### config.mk
export PLATFORM = sky130hd
export DESIGN_NAME = cordic_sincos_core
export DESIGN_NICKNAME = d
export VERILOG_FILES = /design/src/rtl/cordic_sincos_core.sv
export SDC_FILE = /design/constraint.sdc
export NUM_CORES = 1
export LEC_CHECK = 0
export CORE_MARGIN = 4
export CORE_UTILIZATION = 30
export DETAILED_ROUTE_END_ITERATION = 10
export GPL_TIMING_DRIVEN = 0
export MAX_ROUTING_LAYER = met4
export PLACE_DENSITY = 0.54
export SYNTH_ARGS = -nofsm -noshare
export SYNTH_HDL_FRONTEND = slang
export SYNTH_SLANG_ARGS = --single-unit
### constraint.sdc
create_clock -name clk -period 11.2 [get_ports clk]
set_input_delay 1.12 -clock clk [delete_from_list [all_inputs] [get_ports clk]]
set_output_delay 1.12 -clock clk [all_outputs]
set_load 0.005 [all_outputs]
### src/rtl/cordic_sincos_core.sv
// Iterative rotation-mode CORDIC: Q3.16 angle in, Q3.16 cos/sin out.
// Optional CORDIC_QUADRANT_FOLD_EN extends the input range to +/-pi.
module cordic_sincos_core #(
  parameter int ITERS = 16
) (
  input  logic               clk,
  input  logic               rst_n,
  input  logic               start,
  input  logic signed [18:0] angle_in,
  output logic               busy,
  output logic               done,
  output logic signed [18:0] cos_out,
  output logic signed [18:0] sin_out
);

  typedef enum logic [1:0] {
    IDLE,
    RUN,
    DONE
  } state_t;

  localparam logic signed [18:0] K = 19'sd39797;
  localparam logic [3:0] LAST = 4'(ITERS - 1);

  state_t state, state_nx;
  logic signed [18:0] x, y, z;
  logic [3:0] it;
  logic load, step, fin;
  logic dir;
  logic signed [18:0] x_sh, y_sh, atan_i;
  logic signed [18:0] x_nx, y_nx, z_nx;
  logic signed [18:0] z0, cos_res, sin_res;

  function automatic logic signed [18:0] atan_lut(input logic [3:0] k);
    logic signed [18:0] v;
    unique case (k)
      4'd0:  v = 19'sd51472;
      4'd1:  v = 19'sd30386;
      4'd2:  v = 19'sd16055;
      4'd3:  v = 19'sd8150;
      4'd4:  v = 19'sd4091;
      4'd5:  v = 19'sd2047;
      4'd6:  v = 19'sd1024;
      4'd7:  v = 19'sd512;
      4'd8:  v = 19'sd256;
      4'd9:  v = 19'sd128;
      4'd10: v = 19'sd64;
      4'd11: v = 19'sd32;
      4'd12: v = 19'sd16;
      4'd13: v = 19'sd8;
      4'd14: v = 19'sd4;
      4'd15: v = 19'sd2;
      default: v = 19'sd0;
    endcase
    return v;
  endfunction

  always_comb begin
    state_nx = state;
    load     = 1'b0;
    step     = 1'b0;
    fin      = 1'b0;
    unique case (state)
      IDLE: begin
        if (start) begin
          load     = 1'b1;
          state_nx = RUN;
        end
      end
      RUN: begin
        step = 1'b1;
        if (it == LAST) state_nx = DONE;
      end
      DONE: begin
        fin = 1'b1;
        if (start) begin
          load     = 1'b1;
          state_nx = RUN;
        end else begin
          state_nx = IDLE;
        end
      end
      default: state_nx = IDLE;
    endcase
  end

  // Direction follows the sign of the residual angle.
  always_comb begin
    dir    = ~z[18];
    x_sh   = x >>> it;
    y_sh   = y >>> it;
    atan_i = atan_lut(it);
    x_nx   = dir ? x - y_sh : x + y_sh;
    y_nx   = dir ? y + x_sh : y - x_sh;
    z_nx   = dir ? z - atan_i : z + atan_i;
  end

`ifdef CORDIC_QUADRANT_FOLD_EN
  localparam logic signed [18:0] HALF_PI = 19'sd102944;
  localparam logic signed [18:0] NHALF_PI = -19'sd102944;
  localparam logic signed [18:0] PI = 19'sd205887;

  logic neg, neg0;

  // Fold outer quadrants by pi; the result is negated on the way out.
  always_comb begin
    z0   = angle_in;
    neg0 = 1'b0;
    if (angle_in > HALF_PI) begin
      z0   = angle_in - PI;
      neg0 = 1'b1;
    end else if (angle_in < NHALF_PI) begin
      z0   = angle_in + PI;
      neg0 = 1'b1;
    end
  end

  always_ff @(posedge clk) begin
    if (!rst_n) neg <= 1'b0;
    else if (load) neg <= neg0;
  end

  assign cos_res = neg ? -x : x;
  assign sin_res = neg ? -y : y;
`else
  assign z0      = angle_in;
  assign cos_res = x;
  assign sin_res = y;
`endif

  always_ff @(posedge clk) begin
    if (!rst_n) begin
      state   <= IDLE;
      x       <= '0;
      y       <= '0;
      z       <= '0;
      it      <= '0;
      done    <= 1'b0;
      cos_out <= '0;
      sin_out <= '0;
    end else begin
      state <= state_nx;
      done  <= fin;
      if (fin) begin
        cos_out <= cos_res;
        sin_out <= sin_res;
      end
      if (load) begin
        x  <= K;
        y  <= '0;
        z  <= z0;
        it <= '0;
      end else if (step) begin
        x  <= x_nx;
        y  <= y_nx;
        z  <= z_nx;
        it <= it + 4'd1;
      end
    end
  end

  assign busy = (state == RUN);

endmodule
# == Word-level counts from Yosys, hierarchy flattened ==
# Memory sizes are Yosys's and may differ from the RTL's. A register that Yosys moved wholly into a read port is not among the register bits.
# Index checks and enable logic that the tools add are counted.
# W data, S select, Z words.
# word_totals
memories,1
inputBits,22
register_bits,102
rom_bits,256
# memory_table
memory,words,word_bits,rd,rd_clocked_by_memory_dff,wr,line,rtl
(no name shown),16,16,1,1,0,36,unique case (k)
# op_classes
eq_ne,5
n_mux,17
n_reduce_logical,5
shifts,2
bitwise,1
addsub,7
# op_table
op,count
$mux W19,5
$add A19 B19 Y19,3
$sub A19 B19 Y19,3
$sshr A19 B4 Y19,2
$mux W16,2
$mux W4,2
$pmux W2 S3,1
$mux W1,5
$add A4 B1 Y4 const B,1
$eq A4 B4 Y1 const B,1
$mux W2,2
$reduce_or A2 Y1,2
$eq A2 B1 Y1 const B,1
$eq A2 B2 Y1 const B,1
$logic_not A2 Y1,1
$ne A2 B1 Y1 const B,1
$ne A2 B2 Y1 const B,1
$reduce_and A2 Y1,1
$reduce_bool A2 Y1,1
$not A1 Y1,1

# == Longest topological paths before layout ==
# Gate-level depths: netlist of the first run.
# depth
ltp_word,5
mapped_depth,26
depth_no_buf,21

# == Worst setup path after synthesis of the first run ==
# OpenSTA, ideal clock, no wires.
# synth_timing
kind,register to register
startpoint,register it[0]
endpoint,"register x[18], in the netlist cos_res[18]"
setup_slack_ns,6.335
required_ns,11.128
arrival_time_ns,4.794
setup_time_ns,0.072
path_stages_with_launch,24
path_cell_list,dfxtp_1 -> buf_6 -> buf_2 -> buf_2 -> mux4_2 -> nand2_1 -> a21oi_1 -> a21oi_1 -> ha_1 -> inv_1 -> o41ai_1 -> and3_1 -> a21oi_1 -> xor2_1 -> ha_1 -> nand2_1 -> or3_1 -> o211ai_1 -> a21oi_1 -> o21ai_0 -> a31o_2 -> nor2_1 -> mux2i_1 -> mux2i_1
# synth_via
elab_chain_len,3
elab_cells_between_ends,4
# synth_lines
item,line,rtl
from (decl),27,logic [3:0] it;
from (signal assigned),157,it <= it + 4'd1;
$sshr A19 B4 Y19 (*),91,y_sh = y >>> it;
$sub A19 B19 Y19 or $add A19 B19 Y19 (tied branches),93,x_nx = dir ? x - y_sh : x + y_sh;
$mux W19 (*),93,
to (signal assigned),154,x <= x_nx;
to (decl),26,"logic signed [18:0] x, y, z;"
# Every way passes the cells marked *; elsewhere a longest branch is shown, timed or not.
# A chain may end at the register's enable or synchronous reset.

# == Worst setup path after layout of the first run ==
# layout_timing
startpoint,register it[2]
endpoint,"register x[18], in the netlist cos_res[18]"
# The elaborated chain is that of the path after synthesis.

==> results of run 1 <==
## cells by family (layout without fill, tap and decap cells)
kind of cell	Yosys count	after routing
compound gates	349	349
xor+xnor	95	95
fa+ha+maj	72	72
buf+inv	108	200
flops	118	118
mux	85	85
simple gates	398	398
## per-stage QoR
step                hold slack [ns]  cell area (µm²)  total power, mW
global placement              0.444            11000             1.52
floorplan                     0.453             9810             1.28
global route                  0.468            11600             2.30
CTS                           0.455            11600             2.15
detailed placement            0.448            11000             1.52
finish                        0.451            11600             2.16
## cells in the mapped netlist (5+ instances only)
master    number  area [µm²]
nor3_1        21         105
buf_2          8        40.0
nor2b_1       13        81.3
a21oi_1      152         761
ha_1          69         863
buf_1         14        52.6
mux2i_1       35         350
nor2_1        87         327
nand2_1      192         721
dfxtp_1      118        2360
a21o_1        22         165
or2_2          5        31.3
clkbuf_1      44         165
nand3_1       21         105
mux2_2        17         191
and2_1        10        62.6
o21a_1         7        52.6
o211ai_1       5        37.5
o22ai_1       13        81.3
o21bai_1       9        67.6
o221ai_1      10        87.6
xnor2_1       60         526
nand2b_1      11        68.8
xor2_1        35         307
inv_1         30         113
a31oi_1       22         138
mux4_2        30         676
a211oi_1      13        97.6
or3_1          5        31.3
o21ai_0       55         275
and3_1        10        62.6
## where the power goes
group | switching (mW) | internal [mW]
clock network | 0.221 | 0.406
logic | 0.577 | 0.432
registers | 0.0714 | 0.456
## how the worst min path moves through the flow
| stage | depth (start not counted) | slack, ns | startpoint | end |
|---|---|---|---|---|
| 2_1_floorplan | 2 | 0.45 | cos_out[0]$_SDFFE_PN0P_ | cos_out[0]$_SDFFE_PN0P_ |
| 3_3_place_gp | 2 | 0.44 | sin_out[13]$_SDFFE_PN0P_ | sin_out[13]$_SDFFE_PN0P_ |
| 3_5_place_dp | 2 | 0.45 | cos_out[0]$_SDFFE_PN0P_ | cos_out[0]$_SDFFE_PN0P_ |
| 4_1_cts | 2 | 0.46 | sin_out[6]$_SDFFE_PN0P_ | sin_out[6]$_SDFFE_PN0P_ |
| 5_1_grt | 2 | 0.47 | sin_out[11]$_SDFFE_PN0P_ | sin_out[11]$_SDFFE_PN0P_ |
| 6_report | 2 | 0.45 | sin_out[6]$_SDFFE_PN0P_ | sin_out[6]$_SDFFE_PN0P_ |
## state kept, by name, summed over array words and instances, names as in the netlist
name	count
done	1
state	2
atan_i	16
cos_res	19
z	19
it	4
cos_out	19
sin_out	19
sin_res	19
## metal layers
| metal | share of wire | GRT usage |
|---|---|---|
| met5 | 0 | - |
| met4 | 0.029 | 0.0639 |
| met3 | 0.061 | 0.0406 |
| met2 | 0.46 | 0.335 |
| met1 | 0.45 | 0.270 |
## critical path: cells and delay by family (launching register included)
kind | cells | cell delay (ns)
fa+ha+maj | 2 | 0.63
buf+inv | 4 | 1.22
flops | 1 | 0.32
simple gates | 5 | 0.97
xor+xnor | 1 | 0.18
mux | 3 | 1.08
compound gates | 8 | 2.12
## final cells by class
cell class	count	area (µm²)	share of cell area
Buffer	74	333	0.0287
Inverter	34	128	0.0110
Tap cell	435	544	0.0469
Clock buffer	20	457	0.0393
Multi-Input combinational cell	999	6990	0.602
Sequential cell	118	2360	0.203
Timing Repair Buffer	60	601	0.0517
Clock inverter	12	200	0.0172
## placed cells by master, fill, tap and decap left out, types with 14 or more instances in the layout
cell type          n
dfxtp_1          118
nor3_1            21
nand3_1           21
clkdlybuf4s50_1   60
xnor2_1           60
a31oi_1           22
buf_1             14
nand2_1          192
a21oi_1          152
o21ai_0           55
mux2i_1           35
ha_1              69
inv_1             30
clkbuf_16         17
a21o_1            22
xor2_1            35
nor2_1            87
mux4_2            30
mux2_2            17
clkbuf_1          45
==> metrics.md, run 1 <==
| Metric | Value |
|---|---|
| Final hold vios | `0` |
| Maximum VDD drop | `0.120 mV` |
| Util after Layout | `0.364` |
| CTS tree | `built` |
| Cts hold-fix bufs | `0` |
| Synthesized flop and latch total | `~120` |
| Critical Path, Cell by Cell | `clkbuf_1 > buf_2 > buf_1 > mux4_2 > nand2_1 > o21ai_0 > a21oi_1 > ha_1 > inv_1 > o41ai_1 > and3_1 > a21oi_1 > xor2_1 > ha_1 > nand2_1 > or3_1 > o211ai_1 > a21oi_1 > o21ai_0 > a31o_2 > nor2_1 > mux2i_1 > mux2i_1` |
| Worst R2R Path Depth | `23` |
| Simple-gate share of the synthesized area | `0.183` |
| Final Critical Period | `6.62 ns` |
| Share of cells above drive strength 1 | `0.0843` |
| Overflow after GRT | `0` |
| Pre-antenna DRT Iters | `8` |
| Ys flop type | `dfxtp_1` |
| Startpoint Class | `flop` |
| Post-Synth XOR/XNOR Area | `0.0848` |
| Clock Latency Late Sink | `~0.45 ns` |
| Antenna cells | `0` |
| Power per cell area | `around 190 nW/µm²` |
| Reg2reg start | `it[2]$_SDFFE_PP0P_` |
| DP Wirelength | `27.8 mm` |
| Static Leakage | `4.50 nW` |
| Arr. time, crit path | `6.96 ns` |
| Setup WS pre-CTS | `4.78 ns` |
| Worst stage delay on the critical path | `approximately 0.69 ns` |
| Fin crit share | `0.591` |
| Post-synthesis mux area share | `0.132` |
| Post-route antenna net violation count | `0` |
| Initial antenna violation count | `0` |
| # resized after CTS | `0` |
| Top cell by count, worst path | `a21oi_1` |
| Post-route worst setup slack | `4.58 ns` |
| Height of the die | `189 µm` |
| Placer Congestion | `between 1 and 1.5` |
| Min-delay worst type | `reg2reg` |
| Post-synthesis adder-cell area fraction | `0.0941` |
| Final Routed Wirelength | `36.6 mm` |
| Synth Area per Inst | `8.01 µm²` |
| Die area | `35,700 µm²` |
| Distinct cell type count after synthesis | `75` |
| Post-route insts no fill | `1,752` |
| Vias in the first global route | `9,259` |
| Worst endpoint required time | `around 12 ns` |
| Max Cap Violations | `0` |
| Max-Slew Margin vs Limit | `0.382` |
| IO Count | `62` |
| Pins Over Slew Limit | `0` |
| Core ar. | `31,900 µm²` |
| Largest family of logic cells by synthesized area | `compound AO/OA/AOI/OAI gates` |
| Initial DRC count | `809` |
| CTS Buffer Depth | `2` |
| Post-DR wirelength/cell | `~21 µm` |
| Post-synthesis sequential area ratio | `0.241` |
| Largest net degree at the start of global routing | `17` |
| Post-synth EDFFs | `0` |
| Chip width | `189 µm` |
| Worst-margin pin slew | `about 0.9 ns` |
| R2R setup slack | `4.58 ns` |
| Highest Clock Rate | `between 150 and 200 MHz` |
| R2r endpoint | `cos_res[18]$_SDFFE_PP0P_` |
| Asr flop ratio synth | `0` |
| Port bufs | `60` |
| Via density | `5.48` |
| Crit Path Max Fanout | `10` |
| Num CTS Buffers | `17` |
| Layout area overhead | `18.4%` |
| Worst clock skew | `roughly 0.012 ns` |
| Rows | `65` |
| Critical Path Start | `it[2]$_SDFFE_PP0P_` |
| Crit Path Class | `reg2reg` |
| Clk sinks | `118` |
| DP Cell Count | `about 1,700` |
| Clock slew at reported path FFs | `0.07 ns` |
| Initial core utilization | `0.308` |
| Setup TNS after final layout | `0 ns` |
| Clock Root Buffer | `clkbuf_16` |
| FILL cells | `3,381` |
| Syn_nets | `approximately 1,300` |
| DR vias | `9,609` |
| Detailed-route DRC error count | `0` |
| CP endpoint | `cos_res[18]$_SDFFE_PP0P_` |
| Final setup viols | `0` |
| GRT Overall Usage | `0.209` |
| RSZ-0062 raised after global routing | `no` |
| Slowest stage cell, crit path | `o41ai_1` |
| Setup Fix Bufs, Post-CTS | `0` |
| H-Tree Level Count | `4` |
| Critical path capture point type | `flop` |
| YS warnings | `0` |
| Post-synthesis cell area | `slightly below 10,000 µm²` |
| Final net count | `between 1,000 and 1,500` |
| Gate Count Post-Synth | `1,225` |
| Status | `completed` |
| Global-route wire length before repair | `55.9 mm` |
| Compound-gate portion of the synthesized area | `0.218` |
Power figures use the tool's default switching activity.
==> run 2: changes to the inputs <==
- PLACE_DENSITY: 0.54 -> 0.56
- clock period: 11.2 -> 6 ns (I/O delays scaled with it)
==> run 2 against run 1 <==
Compared with the run above:
- maximum frequency up 16%
- largest cell class unchanged
- combinational power up 87%
- die area unchanged
- critical endpoint unchanged
==> metrics.md, run 2 (synthesized netlist as in run 1, its figures left out) <==
| Metric | Value |
|---|---|
| Worst clock skew | `0.00659 ns (-0.00498 ns)` |
| Area of the multi-input gates | `7020 µm² (+0.50%)` |
| Antenna cells | `0 (unchanged)` |
| Vias in the first global route | `9,207 (-0.56%)` |
| Final setup viols | `0 (unchanged)` |
| IO Count | `62 (unchanged)` |
| Pre-antenna DRT Iters | `5 (-3)` |
| Critical path's top delay family | `compound AO/OA/AOI/OAI gates` |
| Initial DRC count | `894 (+11%)` |
| Power per cell area | `333 nW/µm² (+79%)` |
| Share of cells above drive strength 1 | `0.0927 (+0.00842)` |
| Rows | `65 (unchanged)` |
| Min-delay worst type | `reg2reg` |
| Crit Path Class | `reg2reg` |
| Clock Root Buffer | `clkbuf_16` |
| CTS tree | `built` |
| Final Critical Period | `5.71 ns (-0.918 ns)` |
| Die area | `35,700 µm² (unchanged)` |
| Largest net degree at the start of global routing | `20 (+3)` |
| R2R setup slack | `0.29 ns (-4.28 ns)` |
| R2r endpoint | `cos_res[18]$_SDFFE_PP0P_` |
| Post-route worst setup slack | `0.294 ns (-4.28 ns)` |
| DR vias | `9,651 (+0.44%)` |
| Via density | `5.51 (+0.49%)` |
| Height of the die | `189 µm (unchanged)` |
| DP Wirelength | `27.6 mm (-0.77%)` |
| Fin crit share | `0.951 (+0.360)` |
| Overflow after GRT | `0 (unchanged)` |
| GRT Overall Usage | `0.205 (-0.00433)` |
| Critical Path, Cell by Cell | `clkbuf_4 > buf_4 > buf_6 > buf_4 > mux4_2 > nand2_1 > nand3_1 > o21ai_0 > ha_1 > inv_1 > o41ai_4 > nor2_1 > xnor2_1 > ha_1 > and3_1 > a41oi_1 > a21oi_1 > a21oi_2 > o21ai_1 > a31o_2 > and2_1 > mux2i_1 > mux2i_1` |
| Reg2reg start | `it[1]$_SDFFE_PP0P_` |
| Worst-margin pin slew | `0.846 ns (-0.0810 ns)` |
| Core ar. | `31,900 µm² (unchanged)` |
| Clock slew at reported path FFs | `0.06 ns (about the same)` |
| Detailed-route DRC error count | `0 (unchanged)` |
| Initial antenna violation count | `0 (unchanged)` |
| H-Tree Level Count | `4 (unchanged)` |
| Clk sinks | `118 (unchanged)` |
| Final hold vios | `0 (unchanged)` |
| Length of routed met2 wiring | `16.2 mm (-3.8%)` |
| Util after Layout | `0.362 (-0.00188)` |
| Highest Clock Rate | `175 MHz (+16%)` |
| Max Cap Violations | `0 (unchanged)` |
| Met3 wire length | `2.23 mm (+0.45%)` |
| Worst Path Buf+Inv | `5 (+1)` |
| WHS Path Cells | `2 (unchanged)` |
| Chip width | `189 µm (unchanged)` |
| Endpoint, Worst Hold | `sin_out[7]$_SDFFE_PN0P_` |
| Commonest non-fill, non-tap cell in the layout | `nand2_1` |
| Most frequent cells in the layout | `nand2_1 (192), a21oi_1 (150), dfxtp_1 (118), nor2_1 (87), ha_1 (69)` |
| Status | `completed` |
| Layout area overhead | `17.8%` |
| Arr. time, crit path | `6.02 ns (-0.94 ns)` |
| CTS Buffer Depth | `2 (unchanged)` |
| Static Leakage | `4.48 nW (-0.42%)` |
| Global-route wire length before repair | `55.2 mm (-1.2%)` |
| Final Routed Wirelength | `36.2 mm (-1.0%)` |
| Num CTS Buffers | `17 (unchanged)` |
| FILL cells | `3,423 (+1.2%)` |
| Max-Slew Margin vs Limit | `0.436 (+0.0540)` |
| Hold wc startpoint | `sin_out[7]$_SDFFE_PN0P_` |
| Slowest stage cell, crit path | `o41ai_4` |
| Setup WS pre-CTS | `-0.490 ns (-5.27 ns)` |
| Post-DR wirelength/cell | `20.7 µm (-0.97%)` |
| Clock Latency Late Sink | `0.44 ns (about the same)` |
| Worst endpoint required time | `6.32 ns (-5.21 ns)` |
| Initial core utilization | `0.308 (unchanged)` |
| Top Layer Used | `met4` |
| Cts hold-fix bufs | `0 (unchanged)` |
| Worst stage delay on the critical path | `0.40 ns (-0.29 ns)` |
| RSZ-0062 raised after global routing | `no` |
| Crit Path Max Fanout | `10 (unchanged)` |
| Worst R2R Path Depth | `23 (unchanged)` |
| Startpoint Class | `flop` |
| Port bufs | `60 (unchanged)` |
| Critical path capture point type | `flop` |
| Placer Congestion | `1.07 (+3.9%)` |
| Flip-flop and latch area | `2360 µm² (unchanged)` |
| Final net count | `1,398 (unchanged)` |
| Post-route antenna net violation count | `0 (unchanged)` |
| Met1 Wirelength | `16.4 mm (-0.22%)` |
| Pins Over Slew Limit | `0 (unchanged)` |
| Maximum VDD drop | `0.221 mV (+84%)` |
run 2: changes by cell type in the layout (fill, tap and decap cells not counted), sizes merged:
cell    delta
buf        -4
bufinv     -4
clkbuf     +2
clkinv     +3
inv        +2
run 2: worst max-delay path by stage:
stage / from / endpoint / slack (ns) / cells after the start
2_1_floorplan: it[0]$_SDFFE_PP0P_ / cos_res[18]$_SDFFE_PP0P_ / 1.13 / 23
3_3_place_gp: it[3]$_SDFFE_PP0P_ / sin_res[18]$_SDFFE_PP0P_ / -0.52 / 24
3_5_place_dp: it[3]$_SDFFE_PP0P_ / sin_res[18]$_SDFFE_PP0P_ / -0.49 / 24
4_1_cts: it[3]$_SDFFE_PP0P_ / sin_res[18]$_SDFFE_PP0P_ / 0.006 / 24
5_1_grt: it[3]$_SDFFE_PP0P_ / sin_res[18]$_SDFFE_PP0P_ / 0.05 / 23
6_report: it[1]$_SDFFE_PP0P_ / cos_res[18]$_SDFFE_PP0P_ / 0.29 / 23
run 2: through the flow:
step	hold WS, ns	instance area [µm²]	cells	setup TNS, ns	total power [mW]
2_1_floorplan	0.453	9810	1225	0	2.38
3_3_place_gp	0.445	11000	1720	-1.15	2.82
3_5_place_dp	0.446	11000	1720	-0.770	2.83
4_1_cts	0.454	11500	1750	0	3.82
5_1_grt	0.472	11500	1751	0	4.09
6_report	0.450	11500	1751	0	3.84
run 2: area by class of cell:
| type | count | share of cell area |
|---|---|---|
| well taps | 435 | 0.0471 |
| clock inverters | 13 | 0.00942 |
| clock buffers | 18 | 0.0372 |
| inverters | 34 | 0.0110 |
| repair buffers | 62 | 0.0533 |
| multi-input cells | 999 | 0.608 |
| flip-flops and latches | 118 | 0.205 |
| plain buffers | 72 | 0.0296 |
run 2: layer usage:
layer,track usage,vias up
li1,-,4584
met1,0.271,4605
met2,0.317,382
met3,0.0309,80
met4,0.0807,0
met5,-,-
run 2: timing repair:
action,in CTS,in global routing
setup endpoints to repair,4,6
pin swaps,0,1
setup buffers,0,2
gates cloned,0,0
resized for setup,6,12
run 2: report_power, final:
group          leakage, nW  internal, mW  total (mW)  switching [mW]
clock                0.262         0.564       0.975           0.412
sequential           0.962         0.851       0.982           0.131
combinational         3.26         0.815        1.89            1.07
total                 4.48          2.23        3.84            1.62
run 2: worst reg2reg max path: cells and delay by family (launching register included):
kind / cells / cell delay (ns)
AOI/OAI and AO/OA: 7 / 1.67
adders and majority gates: 2 / 0.62
and+or+nand+nor: 5 / 0.61
muxes: 3 / 0.99
DFF: 1 / 0.35
buffers and inverters: 5 / 1.04
xor gates and xnor gates: 1 / 0.29
==> run 3: changes to the inputs <==
- CTS_BUF_LIST: unset -> sky130_fd_sc_hd__clkbuf_4
==> run 3 against run 2 <==
Compared with the run above:
- routed wire length decreased by 0.63%
- non-clock buffer count up 1
- hold slack better by 0.0075 ns
- sequential power decreased by 0.4%
- final area down 2.5%
- critical path depth fell by 2
==> metrics.md, run 3 (synthesized netlist as in run 1, its figures left out) <==
| Metric | Value |
|---|---|
| Max Cap Violations | `0 (unchanged)` |
| Final Critical Period | `5.74 ns (+0.0328 ns)` |
| Initial DRC count | `915 (+2.3%)` |
| DR vias | `9,684 (+0.34%)` |
| P_sw | `1.55 mW (-3.9%)` |
| Pre-antenna DRT Iters | `6 (+1)` |
| Vias in the first global route | `9,141 (-0.72%)` |
| Maximum VDD drop | `0.125 mV (-43%)` |
| Rows | `65 (unchanged)` |
| Max-Slew Margin vs Limit | `0.415 (-0.0211)` |
| Worst clock skew | `0.0232 ns (+0.0166 ns)` |
| Core ar. | `31,900 µm² (unchanged)` |
| Power per cell area | `304 nW/µm² (-8.8%)` |
| Clock power share | `0.163 (-0.091)` |
| Largest net degree at the start of global routing | `20 (unchanged)` |
| GRT Overall Usage | `0.204 (-0.00112)` |
| Static Leakage | `4.35 nW (-3.0%)` |
| Grt met2 use | `0.318 (+0.00111)` |
| Design Area, Final | `11,300 µm² (-2.5%)` |
| Global-route wire length before repair | `54.9 mm (-0.59%)` |
| Initial antenna violation count | `1 (+1)` |
| H-Tree Level Count | `4 (unchanged)` |
| CTS tree | `built` |
| Commonest non-fill, non-tap cell in the layout | `nand2_1` |
| Post-route antenna net violation count | `0 (unchanged)` |
| Cts hold-fix bufs | `0 (unchanged)` |
| Clock Root Buffer | `clkbuf_4` |
| CTS Buffer Depth | `2 (unchanged)` |
| Final Routed Wirelength | `36.0 mm (-0.63%)` |
| GR Layer Usage met1 | `0.271 (-0.000456)` |
| Fin crit share | `0.956 (+0.00546)` |
| DP Wirelength | `27.6 mm (unchanged)` |
| Share of cells above drive strength 1 | `0.0934 (+0.000689)` |
| Height of the die | `189 µm (unchanged)` |
| FILL cells | `3,455 (+0.93%)` |
| Placed inst area | `11,000 µm² (unchanged)` |
| Post-DR wirelength/cell | `20.5 µm (-0.80%)` |
| Sw Share | `0.454 (+0.0336)` |
| Crit Path Max Fanout | `19 (+9)` |
| Final hold vios | `0 (unchanged)` |
| Overflow after GRT | `0 (unchanged)` |
| Placer Congestion | `1.07 (unchanged)` |
| Final net count | `1,399 (+0.072%)` |
| Util after Layout | `0.353 (-0.00895)` |
| Clock slew at reported path FFs | `0.11 ns (+0.05 ns)` |
| Via density | `5.52 (+0.17%)` |
| Chip width | `189 µm (unchanged)` |
| Initial core utilization | `0.308 (unchanged)` |
| Worst-margin pin slew | `0.878 ns (+0.0316 ns)` |
| IO Count | `62 (unchanged)` |
| Startpoint Class | `flop` |
| Met3 usage | `0.0309 (unchanged)` |
| Layout area overhead | `14.8%` |
| Num CTS Buffers | `17 (unchanged)` |
| Highest Clock Rate | `174 MHz (-0.57%)` |
| Port bufs | `60 (unchanged)` |
| RSZ-0062 raised after global routing | `no` |
| R2R setup slack | `0.26 ns (-0.03 ns)` |
| Arr. time, crit path | `6.19 ns (+0.17 ns)` |
| Comb pwr share | `0.551 (+0.060)` |
| Clk sinks | `118 (unchanged)` |
| Final setup viols | `0 (unchanged)` |
| Flip-flop and latch area | `2360 µm² (about the same)` |
| Clock Latency Late Sink | `0.58 ns (+0.14 ns)` |
| Status | `completed` |
| Critical path capture point type | `flop` |
| Final Total Pwr | `3.42 mW (-11%)` |
| Detailed-route DRC error count | `0 (unchanged)` |
| Pins Over Slew Limit | `0 (unchanged)` |
| Die area | `35,700 µm² (unchanged)` |
| Worst endpoint required time | `6.45 ns (+0.13 ns)` |
| WHS | `0.458 ns (+0.00750 ns)` |
| Seq pwr share | `0.286 (+0.031)` |
| Area of the multi-input gates | `7020 µm² (unchanged)` |
| Most Crowded Layer GR | `met2` |
| Crit Path Class | `reg2reg` |
| Internal power | `1.87 mW (-16%)` |
| Min-delay worst type | `reg2reg` |
| Most frequent cells in the layout | `nand2_1 (192), a21oi_1 (151), dfxtp_1 (117), nor2_1 (87), ha_1 (69)` |
run 3: per-stage QoR:
stage | cells | setup TNS (ns) | setup slack [ns]
floorplan | 1225 | 0 | 1.13
global placement | 1720 | -1.15 | -0.524
detailed placement | 1720 | -0.770 | -0.490
CTS | 1750 | 0 | 0.0218
global route | 1753 | 0 | 0.0254
finish | 1754 | 0 | 0.262
run 3: area by class of cell:
class                   count  area share
diodes                      2    0.000444
plain buffers              73      0.0305
clock buffers              18      0.0120
clock inverters            13     0.00966
inverters                  34      0.0113
multi-input cells         999       0.623
flip-flops and latches    118       0.210
well taps                 435      0.0483
repair buffers             62      0.0546
run 3: final timing paths:
kind	start	cells past startpoint	endpoint
worst min register to register	sin_out[7]$_SDFFE_PN0P_	2	sin_out[7]$_SDFFE_PN0P_
worst max register to register	it[2]$_SDFFE_PP0P_	21	cos_res[18]$_SDFFE_PP0P_
worst min-delay path	sin_out[7]$_SDFFE_PN0P_	2	sin_out[7]$_SDFFE_PN0P_
worst max-delay path	it[2]$_SDFFE_PP0P_	21	cos_res[18]$_SDFFE_PP0P_
run 3: routing by layer:
metal | vias up | part of all wire
li1 | 4582 | -
met1 | 4673 | 0.45
met2 | 364 | 0.45
met3 | 65 | 0.062
met4 | 0 | 0.033
met5 | - | 0
run 3: power groups by stage:
| stage | sequential [mW] | clock (mW) | combinational, mW |
|---|---|---|---|
| 3_5_place_dp | 0.993 | 0 | 1.84 |
| 4_1_cts | 0.974 | 0.579 | 1.85 |
| 3_3_place_gp | 0.992 | 0 | 1.83 |
| 5_1_grt | 0.986 | 0.605 | 2.08 |
| 2_1_floorplan | 0.929 | 0 | 1.46 |
| 6_report | 0.978 | 0.556 | 1.88 |
run 3: repair_timing:
item                                    CTS  global route
pin swaps                                 0             1
buffers inserted                          0             2
endpoints found under the setup margin    4             6
resized for setup                         6            12
run 3: critical path, stage by stage, from the launching register on:
cell and delay, ns:
dfxtp_1 0.33, clkbuf_1 0.29, buf_2 0.45, mux4_2 0.41, nand2_1 0.13, o21ai_0 0.12
o21ai_0 0.36, ha_1 0.26, inv_1 0.08, o41ai_4 0.40, nor2_1 0.09, xnor2_1 0.26
ha_1 0.35, and3_1 0.18, a41oi_1 0.25, a21oi_1 0.19, a21oi_1 0.27, o21ai_1 0.15
a31o_2 0.28, and2_1 0.15, mux2i_1 0.25, mux2i_1 0.36
